===== config.mk =====
export PLATFORM = sky130hd
export DESIGN_NAME = seq_addsub_flat
export DESIGN_NICKNAME = d
export VERILOG_FILES = /design/src/rtl/seq_addsub_if.sv /design/src/rtl/seq_addsub.sv /design/src/flat_wrapper.sv
export SDC_FILE = /design/constraint.sdc
export NUM_CORES = 1
export LEC_CHECK = 0
export BUFFER_PORTS_ARGS = -buffer_cell sky130_fd_sc_hd__buf_2
export CORE_ASPECT_RATIO = 0.6
export CORE_MARGIN = 2
export CORE_UTILIZATION = 48
export DETAILED_ROUTE_END_ITERATION = 6
export HOLD_SLACK_MARGIN = 0.03
export PLACE_DENSITY = 0.75
export RECOVER_POWER = 25
export SYNTH_ARGS = -nofsm -noshare
export SYNTH_HDL_FRONTEND = slang
export SYNTH_SLANG_ARGS = --single-unit

===== constraint.sdc =====
create_clock -name clk -period 2.5 [get_ports clk]
set_input_delay 0 -clock clk [delete_from_list [all_inputs] [get_ports clk]]
set_output_delay 0 -clock clk [all_outputs]
set_load 0.01 [all_outputs]

===== src/rtl/seq_addsub_if.sv =====
// seq_addsub_if: operand/result handshake bundle for seq_addsub.
// The slave modport is the adder side and the master modport is the producer/consumer side.
interface seq_addsub_if #(
    parameter int unsigned N = 8
) ();
    logic         in_valid;
    logic         in_ready;
    logic [N-1:0] a;
    logic [N-1:0] b;
    logic         sub;
    logic         out_valid;
    logic         out_ready;
    logic [N-1:0] result;
    logic         cout;
    logic         ovf;
    logic         zero;
    logic         neg;

    modport slave (
        input  in_valid, a, b, sub, out_ready,
        output in_ready, out_valid, result, cout, ovf, zero, neg
    );

    modport master (
        output in_valid, a, b, sub, out_ready,
        input  in_ready, out_valid, result, cout, ovf, zero, neg
    );
endinterface


===== src/rtl/seq_addsub.sv =====
// seq_addsub: multi-cycle N-bit adder/subtractor that processes W bits per cycle.
// The carry is held in a register between slices, and the ALU flags are registered
// together with the final slice.
// Optional macro SEQ_ADDSUB_SAT_EN: on signed overflow, the result is clamped to
// signed saturation.
module seq_addsub #(
    parameter int unsigned N = 8,
    parameter int unsigned W = 2
) (
    input logic        clk,
    input logic        rst_n,
    seq_addsub_if.slave bus
);
    localparam int unsigned S  = N / W;
    localparam int unsigned CW = (S > 1) ? $clog2(S) : 1;

    localparam logic [1:0] IDLE = 2'd0;
    localparam logic [1:0] RUN  = 2'd1;
    localparam logic [1:0] DONE = 2'd2;

    generate
        if ((W < 1) || (N < 2) || ((N % W) != 0)) begin : g_bad_cfg
            $error("seq_addsub: invalid configuration N=%0d W=%0d", N, W);
        end
    endgenerate

    logic [1:0]   state;
    logic [CW-1:0] cnt;
    logic [N-1:0] a_reg;
    logic [N-1:0] b_reg;
    logic         carry;
    logic [N-1:0] res_reg;
    logic         cout_reg;
    logic         ovf_reg;
    logic         zero_reg;
    logic         neg_reg;

    logic [W-1:0] a_sl;
    logic [W-1:0] b_sl;
    logic [W:0]   sum;
    logic [N-1:0] res_slice;
    logic [N-1:0] fin;
    logic         last;
    logic         c_msb_in;
    logic         ovf_next;

    // Add the current slice and merge its sum into the running result
    always_comb begin
        a_sl      = '0;
        b_sl      = '0;
        res_slice = res_reg;
        for (int unsigned k = 0; k < S; k++) begin
            if (cnt == CW'(k)) begin
                a_sl = a_reg[k*W +: W];
                b_sl = b_reg[k*W +: W];
            end
        end
        sum = {1'b0, a_sl} + {1'b0, b_sl} + {{W{1'b0}}, carry};
        for (int unsigned k = 0; k < S; k++) begin
            if (cnt == CW'(k)) begin
                res_slice[k*W +: W] = sum[W-1:0];
            end
        end
        last = (cnt == CW'(S - 1));
        // The sum bit is a^b^cin, so the carry into the top bit can be recovered
        // from the top bit of the slice without splitting the adder.
        c_msb_in = a_sl[W-1] ^ b_sl[W-1] ^ sum[W-1];
        ovf_next = c_msb_in ^ sum[W];
`ifdef SEQ_ADDSUB_SAT_EN
        // On overflow, both effective operands share a sign, so a_reg's MSB gives the direction
        if (ovf_next) begin
            fin = a_reg[N-1] ? {1'b1, {(N-1){1'b0}}} : {1'b0, {(N-1){1'b1}}};
        end else begin
            fin = res_slice;
        end
`else
        fin = res_slice;
`endif
    end

    // Control FSM, operand capture, slice accumulation and flag registration
    always_ff @(posedge clk) begin
        if (!rst_n) begin
            state    <= IDLE;
            cnt      <= '0;
            a_reg    <= '0;
            b_reg    <= '0;
            carry    <= 1'b0;
            res_reg  <= '0;
            cout_reg <= 1'b0;
            ovf_reg  <= 1'b0;
            zero_reg <= 1'b0;
            neg_reg  <= 1'b0;
        end else begin
            case (state)
                IDLE: begin
                    if (bus.in_valid) begin
                        a_reg <= bus.a;
                        b_reg <= bus.b ^ {N{bus.sub}};
                        carry <= bus.sub;
                        cnt   <= '0;
                        state <= RUN;
                    end
                end
                RUN: begin
                    carry   <= sum[W];
                    cnt     <= cnt + CW'(1);
                    res_reg <= res_slice;
                    if (last) begin
                        res_reg  <= fin;
                        cout_reg <= sum[W];
                        ovf_reg  <= ovf_next;
                        zero_reg <= (fin == '0);
                        neg_reg  <= fin[N-1];
                        cnt      <= '0;
                        state    <= DONE;
                    end
                end
                DONE: begin
                    if (bus.out_ready) begin
                        state <= IDLE;
                    end
                end
                default: state <= IDLE;
            endcase
        end
    end

    assign bus.in_ready  = (state == IDLE);
    assign bus.out_valid = (state == DONE);
    assign bus.result    = res_reg;
    assign bus.cout      = cout_reg;
    assign bus.ovf       = ovf_reg;
    assign bus.zero      = zero_reg;
    assign bus.neg       = neg_reg;
endmodule


===== src/flat_wrapper.sv =====
// flat-port wrapper written by rule: the top's interface ports become plain ports
module seq_addsub_flat 
#(
    parameter int unsigned N = 8,
    parameter int unsigned W = 2
)
  (clk, rst_n, bus_in_valid, bus_a, bus_b, bus_sub, bus_out_ready, bus_in_ready, bus_out_valid, bus_result, bus_cout, bus_ovf, bus_zero, bus_neg);
  seq_addsub_if #(.N(N)) bus_i ();
  input logic clk;
  input logic rst_n;
  input wire logic [$bits(bus_i.in_valid)-1:0] bus_in_valid;
  input wire logic [$bits(bus_i.a)-1:0] bus_a;
  input wire logic [$bits(bus_i.b)-1:0] bus_b;
  input wire logic [$bits(bus_i.sub)-1:0] bus_sub;
  input wire logic [$bits(bus_i.out_ready)-1:0] bus_out_ready;
  output wire logic [$bits(bus_i.in_ready)-1:0] bus_in_ready;
  output wire logic [$bits(bus_i.out_valid)-1:0] bus_out_valid;
  output wire logic [$bits(bus_i.result)-1:0] bus_result;
  output wire logic [$bits(bus_i.cout)-1:0] bus_cout;
  output wire logic [$bits(bus_i.ovf)-1:0] bus_ovf;
  output wire logic [$bits(bus_i.zero)-1:0] bus_zero;
  output wire logic [$bits(bus_i.neg)-1:0] bus_neg;
  assign bus_i.in_valid = bus_in_valid;
  assign bus_i.a = bus_a;
  assign bus_i.b = bus_b;
  assign bus_i.sub = bus_sub;
  assign bus_i.out_ready = bus_out_ready;
  assign bus_in_ready = bus_i.in_ready;
  assign bus_out_valid = bus_i.out_valid;
  assign bus_result = bus_i.result;
  assign bus_cout = bus_i.cout;
  assign bus_ovf = bus_i.ovf;
  assign bus_zero = bus_i.zero;
  assign bus_neg = bus_i.neg;
  seq_addsub #(.N(N), .W(W)) u_core (.clk(clk), .rst_n(rst_n), .bus(bus_i));
endmodule

Word-level counts from Yosys, hierarchy flattened
Cells that the tools add are included.
{"block": "op_classes", "mux": 21, "eq_ne": 8, "addsub": 3, "bitwise_logic": 4, "n_reduce_logical": 8}
{"operator": "$mux 2", "n": 17}
{"operator": "$logic_not 8->1", "n": 1}
{"operator": "$xor 8x8->8", "n": 1}
{"operator": "$eq 2x2->1 const B", "n": 3}
{"operator": "$pmux 2 s3", "n": 1}
{"operator": "$reduce_and 2->1", "n": 3}
{"operator": "$eq 2x1->1 const B", "n": 2}
{"operator": "$logic_not 2->1", "n": 2}
{"operator": "$ne 2x2->1 const B", "n": 2}
{"operator": "$pmux 2 s2", "n": 1}
{"operator": "$add 2x2->3", "n": 1}
{"operator": "$add 3x1->3", "n": 1}
{"operator": "$reduce_and 3->1", "n": 1}
{"operator": "$xor 1x1->1", "n": 3}
{"operator": "$add 2x1->2 const B", "n": 1}
{"operator": "$ne 2x1->1 const B", "n": 1}
{"operator": "$pmux 1 s2", "n": 1}
{"operator": "$reduce_bool 2->1", "n": 1}
{"operator": "$mux 1", "n": 1}
{"block": "word_totals", "out_inout_bits": 14, "in_bits": 21, "wordCells": 54, "reg_bits": 33}

Longest topological paths before layout
Gate-level depths: netlist of run 1.
{"block": "depth", "ltp_word": 9, "mapped_depth": 11}

Worst setup path after synthesis of run 1
OpenSTA, ideal clock, no wires.
{"block": "synth_timing", "kind": "reg2reg", "startpoint": "reg u_core.cnt[0]", "endpoint": "reg u_core.zero_reg (netlist: u_core.bus.zero)", "t_required_ns": 2.408, "path_slack_ns": 0.025, "setup_time_ns": 0.092, "arrival_ns": 2.383, "synth_period_minus_slack_ns": 2.475, "path_stages_with_launch": 10, "n_path_buf": 1, "path_cell_list": "dfxtp_1 -> inv_1 -> ha_1 -> clkbuf_1 -> a21oi_1 -> a22oi_1 -> fa_1 -> fa_1 -> o211ai_1 -> o32ai_1"}
{"block": "synth_via", "elab_chain_cells": 9}
{"item": "start: declaration", "line": "seq_addsub.sv:28", "text": "logic [CW-1:0] cnt;"}
{"item": "start signal: assignment", "line": "seq_addsub.sv:107", "text": "cnt <= cnt + CW'(1);"}
{"item": "$logic_not 2->1", "line": "seq_addsub.sv:53, seq_addsub.sv:60"}
{"item": "$mux 2 (4 in a row)", "line": "seq_addsub.sv:53", "text": "if (cnt == CW'(k)) begin"}
{"item": "$add 2x2->3", "line": "seq_addsub.sv:58", "text": "sum = {1'b0, a_sl} + {1'b0, b_sl} + {{W{1'b0}}, carry};"}
{"item": "$add 3x1->3", "line": "seq_addsub.sv:58"}
{"item": "$mux 2", "line": "seq_addsub.sv:60", "text": "if (cnt == CW'(k)) begin"}
{"item": "$logic_not 8->1", "line": "seq_addsub.sv:113", "text": "zero_reg <= (fin == '0);"}
{"item": "end signal: assignment", "line": "seq_addsub.sv:113"}
{"item": "end: declaration", "line": "seq_addsub.sv:35", "text": "logic zero_reg;"}
Several ways; a longest one is shown, not always the timed one.
A chain may end at the register's enable or synchronous reset.

Worst setup path in the final report of run 1
Same ends and word-level chain as after synthesis.

==> summary.md, run 1 <==
| Metric | Value |
|---|---|
| CTS buffer count | `5` |
| Synth async-reset ratio | `0` |
| Clk root buf | `clkbuf_8` |
| Setup Buffers After CTS | `0` |
| Routed wire length | `3.951 mm` |
| Clock Skew | `0.005364 ns` |
| First-pass DRT Iterations | `4` |
| Final layout net count | `259` |
| Switching part of the total | `0.2600` |
| RSZ-0062 raised after global routing | `false` |
| Vias in the first global route | `1,341` |
| Max VDD drop | `383.6 uV` |
| Synth Flop Type | `dfxtp_1` |
| FP Rows | `15` |
| First DRT Iteration DRCs | `76` |
| Antenna viol nets, final | `0` |
| Share of layout cells above drive strength 1 | `0.2155` |
| Ant diodes | `0` |
| Final worst slack | `0.1101 ns` |
| CTS tree | `built` |
| H-tree depth | `2` |
| Mean number of vias per cell | `5.434` |
| Hold Path Class | `in2reg` |
| Pleak | `0.7864 nW` |
| Max cap viols | `0` |
| Avg Cell Area, Syn | `8.486 um^2` |
| Crit. End Element | `flip-flop` |
| Die height | `48.18 um` |
| Top-area cell type share of the netlist area | `0.4231` |
| Area delta synth->final | `32.37%` |
| Cell taking the most area after synthesis | `dfxtp_1` |
| Post-synth EDFFs | `0` |
| Final hold slack | `0.03429 ns` |
| Global-route wire length before repair | `6.072 mm` |
| Dpl ws | `-0.04734 ns` |
| Comb pwr share | `0.192` |
| Worst R2R Start | `u_core.cnt[0]` |
| Post-synthesis sequential area ratio | `0.4231` |
| HP Start | `bus_b[3]` |
| Post-Synthesis Cells | `184` |
| Clock Sinks | `33` |
| Synth Register Bits | `33` |
| Post-Place Cells | `252` |
| Final period utilization | `0.9560` |
| Final Max Tran Viols | `0` |
| DP Wirelength | `2.613 mm` |
| Starting Density | `0.5233` |
| Tot Pwr | `1.351 mW` |
| GRT Overall Usage | `0.2140` |
| Cell-internal power | `0.9997 mW` |
| Mapped cell area | `1561 um^2` |
| DP Area | `1770 um^2` |
| Drt wl/cell | `14.42 um` |
| Post-synthesis cell type count | `34` |
| Worst skew pair latency | `0.28 ns` |
| Core region area | `2984 um^2` |
| Req. time, crit path | `2.69 ns` |
| Crit path launch type | `flip-flop` |
| Largest net degree at the start of global routing | `29` |
| Sequential Power Share | `0.429` |
| Clock buffer depth | `2` |
| Total gr overflow | `0` |
| Max frequency | `0.4184 GHz` |
| Clock transition at path regs | `0.07 ns` |
| Design area | `2067 um^2` |
| Setup violators final | `0` |
| Setup Crit Path Kind | `reg2reg` |
| Final Wtd Congestion | `0.8147` |
| Reg2Reg Depth | `9` |
| WHS Path Cells | `3` |
| IO Count | `35` |
| Commonest cells in the netlist | `33 x dfxtp_1, 25 x a21oi_1, 24 x nand2_1` |
| Power Density | `653.6 nW/um^2` |
| Final Hold Fails | `0` |
| Syn nets | `212` |
| Status | `finished clean` |
| Via Count | `1,489` |
| Count leader, synth | `dfxtp_1` |
| Chip Width | `77.64 um` |
| Crit path from | `u_core.cnt[0]` |
| Max_slew headroom | `0.6080` |
| Synth area leaders | `dfxtp_1 42%, a21oi_1 8.0%, nand2_1 5.8%` |
| Critical Path Fanout Max | `6` |
| Switching pwr | `0.3513 mW` |
| Die area | `3740 um^2` |
| Ys Warns | `0` |
| Cell Count, Final, Fillers Out | `274` |
| CP arrival | `2.58 ns` |
| DRC viols | `0` |
| I/O Buffers | `34` |
| Initial antenna violation count | `0` |
| Worst-Margin Slew | `0.5879 ns` |
| Clock power frac | `0.379` |
| Tmin final | `2.390 ns` |
area by class of cell:
type	instances	area, um^2
Clock buffer	7	86.33
Tap cell	42	52.55
Clock inverter	1	30.03
Timing Repair Buffer	53	334.1
Multi-Input combinational cell	130	870.8
Inverter	8	30.03
Sequential cell	33	663.1
Fill cell	240	917.1
power by group through the flow:
stage | Sequential (mW) | Combinational (mW) | Clock, mW
CTS | 0.578 | 0.243 | 0.516
global route | 0.584 | 0.284 | 0.545
detailed placement | 0.589 | 0.225 | 0
finish | 0.580 | 0.259 | 0.512
floorplan | 0.585 | 0.161 | 0
global placement | 0.587 | 0.215 | 0
metrics by stage:
| step | utilization | setup TNS, ns |
|---|---|---|
| finish | 0.6927 | 0 |
| global route | 0.6927 | 0 |
| CTS | 0.6818 | 0 |
| detailed placement | 0.5933 | -0.04734 |
| global placement | 0.5933 | 0 |
| floorplan | - | 0 |
logic make-up (layout without fill, tap and decap cells):
kind of cell | count (synthesis) | count (layout) | share of synthesized area
AO/OA/AOI/OAI | 59 | 59 | 0.2484
XOR/XNOR | 10 | 10 | 0.05609
adder cells (fa/ha/maj) | 7 | 7 | 0.06571
buffers and inverters | 21 | 69 | 0.05529
flip-flops | 33 | 33 | 0.4231
AND/OR/NAND/NOR | 54 | 54 | 0.1515
critical path: stages (launching register included):
cell	delay, ns
dfxtp_2	0.36
inv_2	0.11
ha_4	0.16
nand2_1	0.07
o21ai_1	0.15
a22oi_1	0.10
fa_2	0.37
fa_2	0.65
o211ai_1	0.10
o32ai_1	0.22
cell usage in the layout (no fill, tap or decap), types with 6 or more instances in the layout:
cell	instances
dfxtp_1	31
nand2_1	24
a21oi_1	24
buf_2	23
nor2_1	18
dlygate4sd3_1	14
clkbuf_1	12
a211oi_1	8
xnor2_1	7
a311oi_1	6
clkbuf_8	6
timing repair:
item | in CTS | in global routing
endpoints found under the setup margin | 1 | 2
hold buffers | 14 | 0
resized for setup | 4 | 12
pin swaps | 0 | 1
hold endpoints to repair | 14 | 0
gates cloned | 0 | 0
routing by layer:
metal,up-vias,GRT usage,routed length (um),part of all wire
met5,-,0,0,0
met4,0,0.07857,12,0.0030
met3,2,0.06111,305,0.077
met2,51,0.3741,1841,0.47
met1,705,0.2648,1792,0.45
li1,731,-,-,-
path summary, 6_finish.rpt:
kind                          end  slack, ns
setup / recovery  u_core.bus.zero       0.11
hold / removal    u_core.b_reg[3]       0.03
setup reg to reg  u_core.bus.zero       0.11
hold reg to reg   u_core.a_reg[4]       0.47
(Power assumes the default switching activity.)
==> run 2: changes to the inputs <==
--- a/config.mk
+++ b/config.mk
@@ -5,13 +5,14 @@
 export SDC_FILE = /design/constraint.sdc
 export NUM_CORES = 1
 export LEC_CHECK = 0
+export ABC_AREA = 1
 export BUFFER_PORTS_ARGS = -buffer_cell sky130_fd_sc_hd__buf_2
 export CORE_ASPECT_RATIO = 0.6
 export CORE_MARGIN = 2
 export CORE_UTILIZATION = 48
 export DETAILED_ROUTE_END_ITERATION = 6
 export HOLD_SLACK_MARGIN = 0.03
-export PLACE_DENSITY = 0.75
+export PLACE_DENSITY = 0.74
 export RECOVER_POWER = 25
 export SYNTH_ARGS = -nofsm -noshare
 export SYNTH_HDL_FRONTEND = slang
==> constraint.sdc (replaced) <==
create_clock -name clk -period 2.5 [get_ports clk]
set_input_delay 0.25 -clock clk [delete_from_list [all_inputs] [get_ports clk]]
set_output_delay 0.25 -clock clk [all_outputs]
set_load 0.01 [all_outputs]
==> summary.md, run 2 <==
| Metric | Value |
|---|---|
| Chip Width | `79.56 um` |
| Avg Cell Area, Syn | `7.755 um^2` |
| Crit path launch type | `flip-flop` |
| Commonest non-fill, non-tap cell in the layout | `dfxtp_1` |
| Setup violators final | `2` |
| Cell-internal power | `0.9381 mW` |
| Synth Flop Type | `dfxtp_1` |
| Power Density | `635.3 nW/um^2` |
| H-tree depth | `2` |
| Starting Density | `0.5038` |
| Final Max Tran Viols | `0` |
| Synth async-reset ratio | `0` |
| Post-synthesis sequential area ratio | `0.4018` |
| Area delta synth->final | `28.23%` |
| Synth Register Bits | `33` |
| Fin Setup TNS | `-0.1984 ns` |
| CTS tree | `built` |
| Synth Area in Compound Gates | `0.2230` |
| CP most frequent cell | `nand2_1` |
| Post-synthesis adder-cell area fraction | `0.06240` |
| Status | `finished with violations` |
| IO Count | `35` |
| Post-Synthesis Cells | `212` |
| GRT Overall Usage | `0.1996` |
| Final Hold Fails | `0` |
| Most frequent cells in the layout | `31 x dfxtp_1, 30 x nor2_1, 25 x a21oi_1` |
| Switching part of the total | `0.2996` |
| Core Util, Final | `0.6461` |
| Dpl ws | `-0.2283 ns` |
| Via Count | `1,506` |
| Sequential Power Share | `0.439` |
| Post-synthesis xor/xnor area fraction | `0.05327` |
| Crit. End Element | `flip-flop` |
| Total gr overflow | `0` |
| Clock transition at path regs | `0.06 ns` |
| Commonest cells in the netlist | `33 x dfxtp_1, 30 x nor2_1, 29 x a21oi_1` |
| Final layout net count | `287` |
| Final worst slack | `-0.09929 ns` |
| Die area | `3925 um^2` |
| Largest net degree at the start of global routing | `24` |
| First-pass DRT Iterations | `4` |
| Switching pwr | `0.4012 mW` |
| Setup Crit Path Kind | `reg2reg` |
| Worst-Margin Slew | `0.3318 ns` |
| Clk root buf | `clkbuf_8` |
| Clock power frac | `0.299` |
| Clock Sinks | `33` |
| Hold Path Class | `in2reg` |
| Mean number of vias per cell | `4.954` |
| Ys Warns | `0` |
| Violated checks | `negative setup slack` |
| Core region area | `3263 um^2` |
| CTS buffer count | `5` |
| Max_slew headroom | `0.7788` |
| CP peak stage delay | `0.64 ns` |
| Final Wtd Congestion | `0.8763` |
| Mapped cell area | `1644 um^2` |
| Ant diodes | `0` |
| Post-synth EDFFs | `0` |
| Initial antenna violation count | `0` |
| Vias in the first global route | `1,358` |
| Clock buffer depth | `2` |
| DRC viols | `0` |
| Synth Area in Simple Gates | `0.1575` |
| Post-synthesis cell type count | `27` |
| Worst skew pair latency | `0.28 ns` |
| Crit-path leading delay family | `adder cells` |
| Post-Place Cells | `294` |
| Antenna viol nets, final | `0` |
| Cell taking the most area after synthesis | `dfxtp_1` |
| Max cap viols | `0` |
| Drt wl/cell | `12.33 um` |
| Req. time, crit path | `2.71 ns` |
| First DRT Iteration DRCs | `80` |
| Syn nets | `240` |
| Final period utilization | `1.040` |
| Slowest cell on crit path | `fa_2` |
| FP Rows | `16` |
| Synth area leaders | `dfxtp_1 40%, a21oi_1 8.8%, nor2_1 6.8%` |
| I/O Buffers | `34` |
| Main combinational cell family by area after synthesis | `compound AO/OA/AOI/OAI gates` |
| Clock Skew | `0.004915 ns` |
| Tmin final | `2.599 ns` |
| Critical Path Fanout Max | `7` |
| Die height | `49.34 um` |
| Pleak | `0.8954 nW` |
| WP buf/inv | `3` |
| Worst-path cell chain | `buf_4 > ha_4 > buf_4 > a21oi_1 > nand2_1 > o21ai_0 > inv_1 > fa_2 > nand2_1 > o21ai_1 > nand2_1 > nor2_1 > nand3_1 > a21oi_1` |
| Post-synthesis mux area share | `0` |
| Comb pwr share | `0.262` |
| CP arrival | `2.81 ns` |
| Max frequency | `0.3847 GHz` |
| DP Wirelength | `2.727 mm` |
| Max VDD drop | `320.5 uV` |
| Routed wire length | `3.748 mm` |
| Share of layout cells above drive strength 1 | `0.2934` |
| Global-route wire length before repair | `6.030 mm` |
| RSZ-0062 raised after global routing | `true` |
| Cell Count, Final, Fillers Out | `304` |
| Top-area cell type share of the netlist area | `0.4018` |
| Count leader, synth | `dfxtp_1` |
| Hold-fix buffer count after cts | `0` |
run 2: changes by cell type after synthesis, sizes merged, moves of 3 or more:
cell | previous run | this run
inv | 8 | 25
a311oi | 6 | 0
xnor2 | 7 | 4
a21oi | 25 | 29
nor2 | 18 | 33
xor2 | 3 | 6
clkbuf | 6 | 1
nand2 | 24 | 21
a211oi | 10 | 3
o21ai | 5 | 31
run 2: layer usage:
layer  wire length, um  global-route usage  up-vias
met1              1834              0.2795      681
met3               242             0.05741        3
li1                  -                   -      784
met2              1643              0.2969       38
met5                 0                   0        -
met4                28             0.06034        0
run 2: metrics by stage:
stage | instance area, um^2 | hold slack (ns) | power [mW]
2_1_floorplan | 1687 | 0.3841 | 0.8153
3_3_place_gp | 1934 | 0.4303 | 0.8952
3_5_place_dp | 1934 | 0.4390 | 0.8992
4_1_cts | 2087 | 0.2023 | 1.336
5_1_grt | 2108 | 0.2186 | 1.419
6_report | 2108 | 0.2018 | 1.339
run 2: path summary, 6_finish.rpt:
kind | from | cells past startpoint | endpoint | slack (ns)
worst max register to register | u_core.cnt[1] | 14 | u_core.bus.zero | -0.1
worst max-delay path | u_core.cnt[1] | 14 | u_core.bus.zero | -0.1
worst min-delay path | bus_a[6] | 3 | u_core.a_reg[6] | 0.20
worst min register to register | u_core.bus.neg | 2 | u_core.bus.neg | 0.45
run 2: worst register-to-register path, delay by kind of cell, from the launching register on:
kind	cells	cell delay, ns
fa+ha+maj	2	0.83
compound gates	4	0.54
buf+inv	3	0.41
simple gates	5	0.41
flops	1	0.36
run 2: cells by family after synthesis:
family | Yosys count
flip-flops | 33
buffers and inverters | 36
AO/OA/AOI/OAI | 67
AND/OR/NAND/NOR | 59
adder cells (fa/ha/maj) | 7
XOR/XNOR | 10
run 2: layout make-up:
| class | count | area [um^2] |
|---|---|---|
| Clock buffer | 7 | 86.33 |
| Fill cell | 292 | 1155 |
| Inverter | 26 | 105.1 |
| Multi-Input combinational cell | 143 | 910.9 |
| Sequential cell | 33 | 665.6 |
| Tap cell | 45 | 56.30 |
| Timing Repair Buffer | 50 | 284.0 |
run 2: power by group through the flow:
stage                     Clock, mW  Combinational [mW]  Sequential, mW
after floorplan                   0               0.218           0.597
after global placement            0               0.299           0.597
after detailed placement          0               0.301           0.598
after CTS                     0.406               0.343           0.587
after global routing          0.439               0.388           0.592
final                         0.401               0.350           0.588
run 2: repair_timing:
action	4_1_cts	5_1_grt
pin swaps	10	0
buffers inserted	2	1
setup endpoints to repair	6	3
endpoints found under the hold margin	0	0
cloned	0	0
gates resized for setup	15	5
